**src/rtl/pe_pkg.sv**
```systemverilog
// Shared types for the context-driven PEA processing element.
// Defines the context-word layout, opcode and operand-select encodings.
// Direction indices fix the bit order of out_mask and out_valid.
package pe_pkg;

  // Context word width is tied to the pe_cfg_t layout below.
  localparam int CFG_W = 16;

  // Port index order shared by out_mask, out_valid and the neighbour arrays.
  localparam int DIR_E = 0;
  localparam int DIR_S = 1;
  localparam int DIR_W = 2;
  localparam int DIR_N = 3;

  typedef enum logic [2:0] {
    OP_ADD  = 3'd0,
    OP_SUB  = 3'd1,
    OP_MUL  = 3'd2,
    OP_AND  = 3'd3,
    OP_OR   = 3'd4,
    OP_XOR  = 3'd5,
    OP_PASS = 3'd6,
    OP_MAX  = 3'd7
  } opcode_e;

  // Codes 5..7 all select a zero operand.
  typedef enum logic [2:0] {
    SEL_E   = 3'd0,
    SEL_S   = 3'd1,
    SEL_W   = 3'd2,
    SEL_N   = 3'd3,
    SEL_ACC = 3'd4,
    SEL_Z5  = 3'd5,
    SEL_Z6  = 3'd6,
    SEL_Z7  = 3'd7
  } opsel_e;

  typedef struct packed {
    logic [3:0] out_mask;  // [15:12]
    opsel_e     op1_sel;   // [11:9]
    opsel_e     op2_sel;   // [8:6]
    opcode_e    opcode;    // [5:3]
    logic       acc_wr;    // [2]
    logic       last;      // [1]
    logic       rsvd;      // [0] ignored on read
  } pe_cfg_t;

endpackage

```
**src/rtl/pe_alu.sv**
```systemverilog
// Combinational ALU for the processing element; unsigned, modulo 2^DW.
// Latency: 0 cycles (pure combinational).
// Backpressure: none; the caller decides when the result is captured.
module pe_alu
  import pe_pkg::*;
#(
  parameter int DW = 8
) (
  input  logic [DW-1:0] op1,
  input  logic [DW-1:0] op2,
  input  opcode_e       opcode,
  output logic [DW-1:0] result
);

  // Select the operation; MUL keeps only the low DW bits of the product.
  always_comb begin
    result = '0;
    unique case (opcode)
      OP_ADD:  result = op1 + op2;
      OP_SUB:  result = op1 - op2;
      OP_MUL:  result = op1 * op2;
      OP_AND:  result = op1 & op2;
      OP_OR:   result = op1 | op2;
      OP_XOR:  result = op1 ^ op2;
      OP_PASS: result = op1;
      OP_MAX:  result = (op1 > op2) ? op1 : op2;
      default: result = '0;
    endcase
  end

endmodule

```
**src/rtl/pe_ctx.sv**
```systemverilog
// PEA processing element stepping through a small context memory, one context per fire.
// Latency: 1 cycle from the fire edge to out_*, out_valid and acc.
// Backpressure: in_valid=0 while running stalls in place; run=0 drops back to IDLE.
module pe_ctx
  import pe_pkg::*;
#(
  parameter int DW        = 8,
  parameter int CTX_DEPTH = 4
) (
  input  logic                         clk,
  input  logic                         rst,
  input  logic                         cfg_we,
  input  logic [$clog2(CTX_DEPTH)-1:0] cfg_addr,
  input  logic [CFG_W-1:0]             cfg_data,
  input  logic                         run,
  input  logic                         in_valid,
  input  logic [DW-1:0]                in_e,
  input  logic [DW-1:0]                in_s,
  input  logic [DW-1:0]                in_w,
  input  logic [DW-1:0]                in_n,
  output logic [DW-1:0]                out_e,
  output logic [DW-1:0]                out_s,
  output logic [DW-1:0]                out_w,
  output logic [DW-1:0]                out_n,
  output logic [3:0]                   out_valid,
  output logic [DW-1:0]                acc,
  output logic [$clog2(CTX_DEPTH)-1:0] ctx_idx,
  output logic                         busy
);

  localparam int AW = $clog2(CTX_DEPTH);

  localparam logic [0:0] ST_IDLE = 1'b0;
  localparam logic [0:0] ST_RUN  = 1'b1;

  pe_cfg_t       ctx_q [CTX_DEPTH];
  logic [0:0]    state_q, state_d;
  logic [AW-1:0] idx_q, idx_d;
  logic [DW-1:0] acc_q, acc_d;
  logic [DW-1:0] out_q [4];
  logic [DW-1:0] out_d [4];
  logic [3:0]    vld_q, vld_d;

  logic [DW-1:0] nbr [4];
  logic [DW-1:0] op1, op2, result;
  pe_cfg_t       cur;
  logic          fire;
  logic          rsvd_unused;

  assign nbr[DIR_E] = in_e;
  assign nbr[DIR_S] = in_s;
  assign nbr[DIR_W] = in_w;
  assign nbr[DIR_N] = in_n;

  // The active context is read before any same-cycle write lands.
  assign cur         = ctx_q[idx_q];
  assign rsvd_unused = cur.rsvd;
  assign fire        = (state_q == ST_RUN) && run && in_valid;

  // Operand source: a neighbour, the registered accumulator, or zero.
  function automatic logic [DW-1:0] pick(input opsel_e sel, input logic [DW-1:0] a);
    logic [DW-1:0] v;
    v = '0;
    case (sel)
      SEL_E:   v = nbr[DIR_E];
      SEL_S:   v = nbr[DIR_S];
      SEL_W:   v = nbr[DIR_W];
      SEL_N:   v = nbr[DIR_N];
      SEL_ACC: v = a;
      default: v = '0;
    endcase
    return v;
  endfunction

  assign op1 = pick(cur.op1_sel, acc_q);
  assign op2 = pick(cur.op2_sel, acc_q);

  pe_alu #(.DW(DW)) u_alu (
    .op1    (op1),
    .op2    (op2),
    .opcode (cur.opcode),
    .result (result)
  );

  // Next-state: FSM transitions, context sequencing and masked result capture.
  always_comb begin
    state_d = state_q;
    idx_d   = idx_q;
    acc_d   = acc_q;
    out_d   = out_q;
    vld_d   = '0;
    if (state_q == ST_IDLE) begin
      idx_d = '0;
      if (run) state_d = ST_RUN;
    end else if (!run) begin
      state_d = ST_IDLE;
      idx_d   = '0;
    end else if (fire) begin
      for (int p = 0; p < 4; p++) begin
        if (cur.out_mask[p]) out_d[p] = result;
      end
      vld_d = cur.out_mask;
      if (cur.acc_wr) acc_d = result;
      if (cur.last || (idx_q == AW'(CTX_DEPTH - 1))) idx_d = '0;
      else                                           idx_d = idx_q + AW'(1);
    end
  end

  // Datapath and FSM registers.
  always_ff @(posedge clk or posedge rst) begin
    if (rst) begin
      state_q <= ST_IDLE;
      idx_q   <= '0;
      acc_q   <= '0;
      vld_q   <= '0;
      for (int p = 0; p < 4; p++) out_q[p] <= '0;
    end else begin
      state_q <= state_d;
      idx_q   <= idx_d;
      acc_q   <= acc_d;
      vld_q   <= vld_d;
      out_q   <= out_d;
    end
  end

  // Context memory; writes accepted in any state.
  always_ff @(posedge clk or posedge rst) begin
    if (rst) begin
      for (int i = 0; i < CTX_DEPTH; i++) ctx_q[i] <= '0;
    end else if (cfg_we && (int'(cfg_addr) < CTX_DEPTH)) begin
      ctx_q[cfg_addr] <= pe_cfg_t'(cfg_data);
    end
  end

  assign out_e     = out_q[DIR_E];
  assign out_s     = out_q[DIR_S];
  assign out_w     = out_q[DIR_W];
  assign out_n     = out_q[DIR_N];
  assign out_valid = vld_q;
  assign acc       = acc_q;
  assign ctx_idx   = idx_q;
  assign busy      = (state_q == ST_RUN);

endmodule

```
**config.mk**
```make
export PLATFORM = sky130hd
export DESIGN_NAME = pe_ctx
export DESIGN_NICKNAME = d
export VERILOG_FILES = /design/src/rtl/pe_pkg.sv /design/src/rtl/pe_alu.sv /design/src/rtl/pe_ctx.sv
export SDC_FILE = /design/constraint.sdc
export NUM_CORES = 1
export LEC_CHECK = 0
export CAP_MARGIN = 20
export CORE_ASPECT_RATIO = 1.75
export CORE_UTILIZATION = 45
export CTS_BUF_LIST = sky130_fd_sc_hd__clkbuf_16
export DETAILED_ROUTE_END_ITERATION = 12
export PLACE_DENSITY = 0.77
export SETUP_SLACK_MARGIN = 0.15
export SYNTH_ARGS = -nofsm -noshare
export SYNTH_HDL_FRONTEND = slang
export SYNTH_SLANG_ARGS = --single-unit
```
**constraint.sdc**
```tcl
create_clock -name clk -period 5.94 [get_ports clk]
set_input_delay 0.594 -clock clk [delete_from_list [all_inputs] [get_ports clk]]
set_output_delay 0.594 -clock clk [all_outputs]
set_load 0.01 [all_outputs]
```
==> results.toml, run 1 <==
[cts]
numCtsBuffers = 9
clock-root-buffer = "clkbuf_16"
cts_tree = "built"
clk_pin_slew_ps = 80
clkSinkCount = 107
hold_buffers = 0
clockBufferDepth = 2
ctsHtreeMaxLevel = 3
worstSkewPairLatency_ps = 360

[global_route]
grt_util_met2 = 0.473
grt_pass1_wl_um = 31800
met1_usage = 0.253
gr-total-overflow = 0
top_usage_layer = "met2"
antenna_found_initial = 0
grt_use_total = 0.248
use_met3 = 0.0268
grt_pass1_vias = 6125
grt_max_degree = 72

[sta]
finalCriticalPeriod_ps = 5640
worst_clock_skew_ps = 20.4
setup_viol = 0
worst_slack_ps = 297
drv_slew = 0
slew_headroom = 0.364
hold_violations = 0
fin_crit_sh = 0.950
fmax_mhz = 177
rsz0062_at_grt = "yes"
hold-worst-slack_ps = 487
worstMarginPinSlew_ps = 951

[synth]
synth_cells = 652
syn_area_um2 = 7170
synth_common_cells = "107 x dfrtp_1, 93 x mux2_2, 52 x inv_1, 49 x nor2_1, 41 x ha_1"
yosysMostFrequentCell = "dfrtp_1"
synth_area_leaders = "dfrtp_1 37%, mux2_2 15%, ha_1 7.2%"
synth_fp_nets = 762
async_flop_share = 1.00
yosysTopAreaCellShare = 0.374
synth_edf_count = 0
ys_types = 57
synth_top_area_cell = "dfrtp_1"
synth_warnings = 0
synth-seq-cells = 107
syn-mean-instance-area_um2 = 11.0
synth_ff_type = "dfrtp_1"
ys_seq_area_frac = 0.374

[placement]
post-place-cells = 952
place.gp.congestion = 0.978
dp_hpwl_um = 15800
place_ws_ps = -50.7
portBuffers = 100

[drt]
wl_per_cell_um = 20.9
drtAntennaViolNets = 0
route.detailed.drc = 0
drt_iter0_drc = 294
routed_via_density = 5.84
wl_um = 20500
firstDrtPassIters = 4
num_vias = 5736

[status]
status = "finished clean"

[power_and_ir_drop]
power.internal_w = 0.00248
p_total_w = 0.00426
clkPwrFrac = 0.143
power_switching_w = 0.00178
leakage_nw = 4.06
comb_power_share = 0.597
p_per_area_nw_per_um2 = 463
sw_frac_of_total = 0.418
seqPwrFrac = 0.259
ir_worst_vdd_mv = 0.315

[layout]
drive_gt1_frac = 0.281
syn2layout_area_growth_pct = 28.3
seq_area_um2 = 2680
utilization = 0.594
instances_no_fill = 983
multiInputGateArea_um2 = 4320
antenna_cells = 0
fin_nets = 902
fillerInstances = 1250

[floorplanning]
dieArea_um2 = 16500
die_w_um = 97.4
io_pins = 102
coreArea_um2 = 15500
die_h_um = 169
start_util = 0.463
rows = 60

[worst_setup_path]
arrival_ps = 5900
critPathKind = "register to register"
crit_path_max_fanout = 7
start_kind = "register"
end_kind = "register"
critical_path_required_ps = 6190

[hold_path]
hold_path.class = "register to register"

[flow_run]
maxCapViolations = 0
cell usage in the layout, fill, tap and decap left out, types with 19 or more instances in the layout:
cell / Yosys / final
a21oi_1: 25 / 22
buf_4: 1 / 47
clkdlybuf4s50_1: 0 / 100
dfrtp_1: 107 / 105
ha_1: 41 / 38
inv_1: 52 / 49
mux2_2: 93 / 92
mux2i_1: 34 / 34
mux4_2: 19 / 19
nand2_1: 39 / 39
nor2_1: 49 / 45
o21ai_0: 25 / 24
final timing paths:
check	startpoint	endpoint	slack, ps	cells after the start
max in group asynchronous	rst	ctx_idx[0]	4010	3
setup / recovery	ctx_idx[0]	acc[5]	300	22
hold / removal	out_w[4]	out_w[4]	490	2
hold reg to reg	out_w[4]	out_w[4]	490	2
min in group asynchronous	rst	out_n[2]	600	2
setup reg to reg	ctx_idx[0]	acc[5]	300	22
kinds of logic (layout without fill, tap and decap cells):
logic type	Yosys count	in the layout	synth area share
muxes	146	147	0.253
and+or+nand+nor	122	122	0.0761
AOI/OAI and AO/OA	116	116	0.106
DFF	107	107	0.374
buffers and inverters	85	229	0.0480
adders and majority gates	55	55	0.111
xor gates and xnor gates	21	21	0.0325
sequential cells by signal, indices dropped and copies added, names as in the netlist:
register and flops:
ctx_q 60, out_n 8, out_s 8, out_w 8, out_e 8, busy 1, acc 8, ctx_idx 2
out_valid 4
repair_timing:
action / 4_1_cts / 5_1_grt
endpoints found under the setup margin: 14 / 15
pin swaps: 1 / 10
gates cloned: 0 / 1
gates resized for setup: 5 / 31
hold endpoints to repair: 0 / 0
buffers inserted: 3 / 10
final cells by class:
type | count | share of cell area
Multi-Input combinational cell | 461 | 0.470
Sequential cell | 107 | 0.292
Timing Repair Buffer | 153 | 0.155
Tap cell | 186 | 0.0253
Inverter | 60 | 0.0248
Clock buffer | 9 | 0.0245
Clock inverter | 7 | 0.00939
routing by layer:
layer  vias up  share of wire
met5         -              0
met4         0          0.066
met3        78          0.037
met2       194           0.55
met1      2880           0.34
li1       2584              -
critical path, stage by stage, from the launching register on:
cell       delay [ps]
dfrtp_2           470
mux4_2            650
buf_6             170
mux4_2            270
and2_4            180
a31oi_4           160
inv_2              80
ha_2              190
fa_2              340
fa_1              490
ha_1              290
inv_1              50
fa_1              530
inv_1              40
ha_1              290
buf_4             150
xnor2_2           200
a21oi_1           100
o21ai_1           110
o21ai_0           140
o2bb2ai_2         210
o22ai_2           180
o31ai_1           250
power by group through the flow:
stage | sequential [W] | clock [W] | combinational, W
2_1_floorplan | 0.00112 | 0 | 0.00138
3_3_place_gp | 0.00110 | 0 | 0.00229
3_5_place_dp | 0.00111 | 0 | 0.00234
4_1_cts | 0.00110 | 0.000622 | 0.00239
5_1_grt | 0.00112 | 0.000649 | 0.00274
6_report | 0.00110 | 0.000610 | 0.00254
per-stage QoR:
step | instance area (µm²) | setup TNS (ps)
floorplan | 7170 | 0
finish | 9190 | 0
detailed placement | 8580 | -428
global route | 9190 | 0
CTS | 8940 | 0
global placement | 8580 | 0
Note: power is estimated with default switching activity, not from simulation.
==> inputs of run 2 (changes only) <==
- HOLD_SLACK_MARGIN: default -> 0.15
- MAX_ROUTING_LAYER: default -> met4
- PLACE_DENSITY: 0.77 -> 0.74
- clock period: 5.94 -> 5.45 ns (I/O delays scaled with it)
==> run 2 against run 1 <==
Clock skew shrank 12 ps. Global-route usage grew 2.6 points. First-iteration DRC count fell by 29%. Critical endpoint is now out_w[7]. The run now ends with negative setup slack left.
==> results.toml, run 2 (synthesis gave the netlist of run 1 again) <==
[status]
status = "finished with violations"
violations = "negative setup slack"

[layout]
utilization = 0.630
multiInputGateArea_um2 = 4470
antenna_cells = 0
max_flop_register = "ctx_q"
fin_nets = 949
syn2layout_area_growth_pct = 35.9
drive_gt1_frac = 0.361
instances_no_fill = 1030
seq_area_um2 = 2680
largest_register_ffs = 60
fillerInstances = 1248
final_cell_mix = "105 x dfrtp_1, 100 x clkdlybuf4s50_1, 90 x buf_4"
final_common_cell = "dfrtp_1"

[floorplanning]
start_util = 0.463
rows = 60
die_w_um = 97.4
die_h_um = 169
dieArea_um2 = 16500
io_pins = 102
coreArea_um2 = 15500

[placement]
place_ws_ps = -370
post-place-cells = 994
dp_hpwl_um = 16700
place.gp.congestion = 0.928
portBuffers = 100

[global_route]
grt_use_total = 0.274
use_met3 = 0.0310
top_usage_layer = "met2"
grt_pass1_vias = 6420
gr-total-overflow = 0
grt_pass1_wl_um = 33900
grt_max_degree = 66
antenna_found_initial = 0
met1_usage = 0.274
grt_util_met2 = 0.523

[cts]
ctsHtreeMaxLevel = 3
cts_tree = "built"
clockBufferDepth = 2
numCtsBuffers = 9
worstSkewPairLatency_ps = 340
clock-root-buffer = "clkbuf_16"
clkSinkCount = 107
clk_pin_slew_ps = 70

[sta]
drv_slew = 0
worstMarginPinSlew_ps = 939
finalCriticalPeriod_ps = 5620
fmax_mhz = 178
slew_headroom = 0.372
rsz0062_at_grt = "yes"
setup_viol = 15
fin_crit_sh = 1.03
worst_slack_ps = -173
hold_violations = 0
worst_clock_skew_ps = 8.41

[flow_run]
maxCapViolations = 0

[drt]
route.detailed.drc = 0
routed_via_density = 5.61
wl_per_cell_um = 20.5
wl_um = 21200
drtAntennaViolNets = 0
firstDrtPassIters = 4
drt_iter0_drc = 210
num_vias = 5780

[worst_setup_path]
end_kind = "register"
critical-path-max-stage-delay_ps = 520
critPathKind = "register to register"
arrival_ps = 5910
cpMostUsedCell = "buf_4"
crit_path_max_fanout = 7
worstPathCellList = "buf_4 -> mux4_2 -> buf_4 -> nand2b_1 -> o22ai_1 -> a31oi_2 -> buf_4 -> nor2_1 -> fa_2 -> fa_1 -> ha_1 -> inv_2 -> fa_1 -> inv_2 -> ha_4 -> a21o_1 -> a21oi_4 -> xnor2_2 -> xnor2_2 -> xnor3_2 -> o221ai_4 -> mux2_4"
critical_path_required_ps = 5730
start_kind = "register"
crit_slowest_cell = "fa_1"

[power_and_ir_drop]
p_per_area_nw_per_um2 = 520
ir_worst_vdd_mv = 0.322
leakage_nw = 4.32

[hold_path]
hold_path.class = "register to register"
-- run 2: per-stage QoR --
step | setup TNS, ps | hold WS [ps] | instance area (µm²) | power (W)
after CTS | -944 | 494 | 9420 | 0.00486
after floorplan | -62.1 | 474 | 7250 | 0.00280
after detailed placement | -4830 | 477 | 8970 | 0.00406
after global routing | -4680 | 529 | 9740 | 0.00538
after global placement | -3280 | 465 | 8970 | 0.00396
final | -1450 | 500 | 9740 | 0.00506
-- run 2: worst paths after layout --
check	startpoint	to	depth (start not counted)	slack [ps]
setup / recovery	ctx_idx[0]	out_w[7]	22	-170
hold / removal	out_n[4]	out_n[4]	2	500
setup reg to reg	ctx_idx[0]	out_w[7]	22	-170
min in group asynchronous	rst	out_e[6]	2	700
max in group asynchronous	rst	ctx_idx[0]	3	3670
hold reg to reg	out_n[4]	out_n[4]	2	500
-- run 2: metal layers --
| metal | wire length, µm | up-vias |
|---|---|---|
| li1 | - | 2679 |
| met5 | 0 | - |
| met3 | 459 | 53 |
| met1 | 7450 | 2935 |
| met4 | 960 | 0 |
| met2 | 12300 | 113 |
-- run 2: cell type report --
type,count,area share
Clock buffer,9,0.0231
Clock inverter,7,0.0102
Inverter,60,0.0236
Multi-Input combinational cell,460,0.459
Sequential cell,107,0.275
Tap cell,186,0.0239
Timing Repair Buffer,201,0.185
-- run 2: report_power, final --
| group | switching (W) | total (W) | internal (W) |
|---|---|---|---|
| clock | 0.000311 | 0.000681 | 0.000370 |
| sequential | 0.000183 | 0.00121 | 0.00102 |
| combinational | 0.00158 | 0.00317 | 0.00159 |
-- run 2: worst max-delay path: cells and delay by family (launching register included) --
family | cells | cell delay [ps]
buffers and inverters | 5 | 620
muxes | 2 | 680
adders and majority gates | 5 | 1940
AOI/OAI and AO/OA | 5 | 980
and+or+nand+nor | 2 | 240
DFF | 1 | 460
xor gates and xnor gates | 3 | 640
-- run 2: repair_timing --
| item | in CTS | in global routing |
|---|---|---|
| hold buffers | 0 | 0 |
| setup buffers | 5 | 14 |
| gates resized for setup | 19 | 65 |
| pin swaps | 8 | 28 |
| setup endpoints to repair | 35 | 36 |
==> patch, RTL diff (settings of run 1) <==
Reset style: synchronous (`rst`), changed in 2 clocked blocks.
--- a/src/rtl/pe_ctx.sv
+++ b/src/rtl/pe_ctx.sv
@@ -107,7 +107,7 @@
   end
 
   // Datapath and FSM registers.
-  always_ff @(posedge clk or posedge rst) begin
+  always_ff @(posedge clk) begin
     if (rst) begin
       state_q <= ST_IDLE;
       idx_q   <= '0;
@@ -124,7 +124,7 @@
   end
 
   // Context memory; writes accepted in any state.
-  always_ff @(posedge clk or posedge rst) begin
+  always_ff @(posedge clk) begin
     if (rst) begin
       for (int i = 0; i < CTX_DEPTH; i++) ctx_q[i] <= '0;
     end else if (cfg_we && (int'(cfg_addr) < CTX_DEPTH)) begin
Function: changed (a bounded check fails within 4 cycles, from zero or initial values and one cycle with rst high; the reset may be asserted at any time).
==> patch against run 1 <==
Cell area is 2.8% higher. Routed wire length about the same. Sequential cell count rose by 2. Non-clock buffer count rose by 10. Critical path depth grew 1. Synthesized area is 0.30% higher. Setup slack got worse by 0.12 ns. Critical endpoint is now acc[7]$_SDFFE_PP0P_. First-iteration DRC count increased by 47%. Die area is 0.29% higher. Synthesized cell count is 7.2% higher. Global-route usage is 1.2 points lower. Cell count increased by 5.0%. Worst hold slack worse by 0.0049 ns.
Power is not compared: it rests on default switching activity, and its combinational part moved more than twofold at a synthesized area within 25%.
==> patch: results (changes against run 1) <==
** Synth
- The total nets after synthesis came to 809 (+6.2%).
- Register area share after synthesis :: 0.3871 (+0.01352)
- After synthesis, the cell types taking the most area are edfxtp_1, dfxtp_1, ha_1.
- Most common library cells after synthesis :: and2_1, edfxtp_1, inv_1
- The count of flip-flops with a built-in enable after synthesis was 60 (+60).
- The post-synthesis average cell area was 10.28 sq um (-6.4%).
- The number of unique standard cell types used by synthesis is 62 (+8.8%).
- The async set-reset flop share out of synthesis was 0 (-1.000).
- Synth warnings :: 0 (unchanged)

** Global routing
- The number of global-route vias before repair came to 6023 (-1.7%).
- The largest net degree at the start of global routing was 55 (-24%).
- Aggregate global-route resource usage :: 0.2353 (-0.01248)
- Global-route wire length before repair :: 30340 um (-4.6%)
- The number of antenna violations at the first check in global routing is 0 (unchanged).

** Layout
- Largest Register :: ctx_q
- NumNets Final :: 951 (+5.4%)
- The share of post-route cells with drive strength above 1 is 0.1998 (-0.08129).
- The post-route core utilization came to 0.6113 (+0.01683).
- The number of flip-flops in the largest register came to 60 (unchanged).
- Filler cells :: 1255 (+0.40%)

** Routing
- Vias/cell :: 5.834 (about the same)
- Detailed Route Iter0 Violations :: 431 (+47%)
- The total routed wirelength came to 20500 um (about the same).
- The detailed-routing iteration count for the pre-antenna-repair pass came to 5 (+1).
- Detailed-route wire length per cell :: 19.86 um (-4.7%)

** Clock network
- Register clock-pin slew on the reported worst setup and hold paths :: ~0.070 ns
- In this run the clock root is driven by a clkbuf_16.
- Maximum level of the CTS H-tree :: 3 (unchanged)
- Number of clock buffers inserted by TritonCTS :: 9 (unchanged)
- Longest Clk Path Bufs :: 2 (unchanged)
- Clock Latency Late Sink :: between 0.3 and 0.4 ns

** Worst setup path
- The critical path data arrival time is 6.03 ns (+0.13 ns).
- Max Fanout on Critical Path :: 7 (unchanged)

** Worst hold path
- Worst hold path class :: reg2reg

** Job
- Max-cap violations :: 0 (unchanged)

** Pwr
- Maximum ir drop on the vdd rail :: about 210 uV
- Leak Pwr :: 3.688 nW

** Placed design
- Half-perimeter wire length of the detailed placement result :: 14950 um (-5.5%)
- The placed standard-cell area was 0.008686 sq mm (+1.2%).
- Global placer's final weighted congestion :: 0.9605 (-1.8%)
- The port buffer count came to 100 (unchanged).
- Post-placement cell count :: 1002 (+5.3%)

** Status
- Run status :: finished clean

** STA
- Largest clock skew in the final design :: 0.01451 ns (-0.005883 ns)
- The actual transition at the worst max-transition pin is 1.004 ns (+0.05299 ns).
==> patch: cell families (layout without fill, tap and decap cells) <==
kind of cell	Yosys count	after routing	share of synthesized area
buf+inv	93	238	0.05379
compound gates	143	143	0.1427
flops	109	109	0.3871
simple gates	223	223	0.1715
xor+xnor	22	22	0.03255
mux	54	56	0.1020
fa+ha+maj	55	55	0.1104
==> patch: worst paths after layout <==
kind / cells past startpoint / to / from / slack, ns
worst max register to register: 23 / acc[7]$_SDFFE_PP0P_ / flop / 0.18
worst max-delay path: 23 / acc[7]$_SDFFE_PP0P_ / flop / 0.18
worst min-delay path: 2 / out_w[2]$_SDFFE_PP0P_ / out_w[2]$_SDFFE_PP0P_ / 0.48
worst min register to register: 2 / out_w[2]$_SDFFE_PP0P_ / out_w[2]$_SDFFE_PP0P_ / 0.48
==> patch: cell type report <==
cell class,count,area share
Inverter,59,0.02343
Clock inverter,5,0.004764
Timing Repair Buffer,163,0.1619
Clock buffer,11,0.02912
Sequential cell,109,0.2945
Multi-Input combinational cell,499,0.4618
Tap cell,186,0.02462
==> patch: power breakdown <==
group | leakage, nW | switching [mW] | internal (mW)
Combinational | 2.55 | 0.344 | 0.287
Clock | 0.155 | 0.281 | 0.343
Sequential | 0.982 | 0.0151 | 0.832
==> patch: worst max-delay path, cell delays in order (launching register included) <==
cell       delay [ns]
dfxtp_2          0.36
buf_12           0.14
mux4_2           0.61
buf_6            0.17
mux2i_4          0.20
o32ai_4          0.11
a311oi_2         0.25
buf_4            0.21
nor2_4           0.04
fa_1             0.47
ha_1             0.30
fa_1             0.50
inv_2            0.04
fa_2             0.52
inv_2            0.05
ha_4             0.24
a21oi_4          0.18
xnor2_2          0.15
xnor2_1          0.16
xnor3_1          0.28
nor3b_2          0.26
a2111oi_4        0.07
buf_6            0.16
a211oi_2         0.20
==> patch: timing repair <==
action	CTS	global route
buffers inserted	0	12
setup endpoints to repair	10	10
gates resized for setup	15	50
gates cloned	0	2
pin swaps	9	36
==> patch: metal layers <==
metal	GRT usage	wire (um)
met5	0	0
met4	0.1675	1417
met3	0.02718	881
met2	0.4415	11260
met1	0.2378	6936
==> patch: per-stage QoR <==
| step | setup TNS [ns] | setup slack, ns |
|---|---|---|
| floorplan | 0 | 0.1510 |
| global placement | -0.7135 | -0.1255 |
| detailed placement | -1.519 | -0.2294 |
| CTS | 0 | 0.1420 |
| global route | 0 | 0.008248 |
| finish | 0 | 0.1774 |
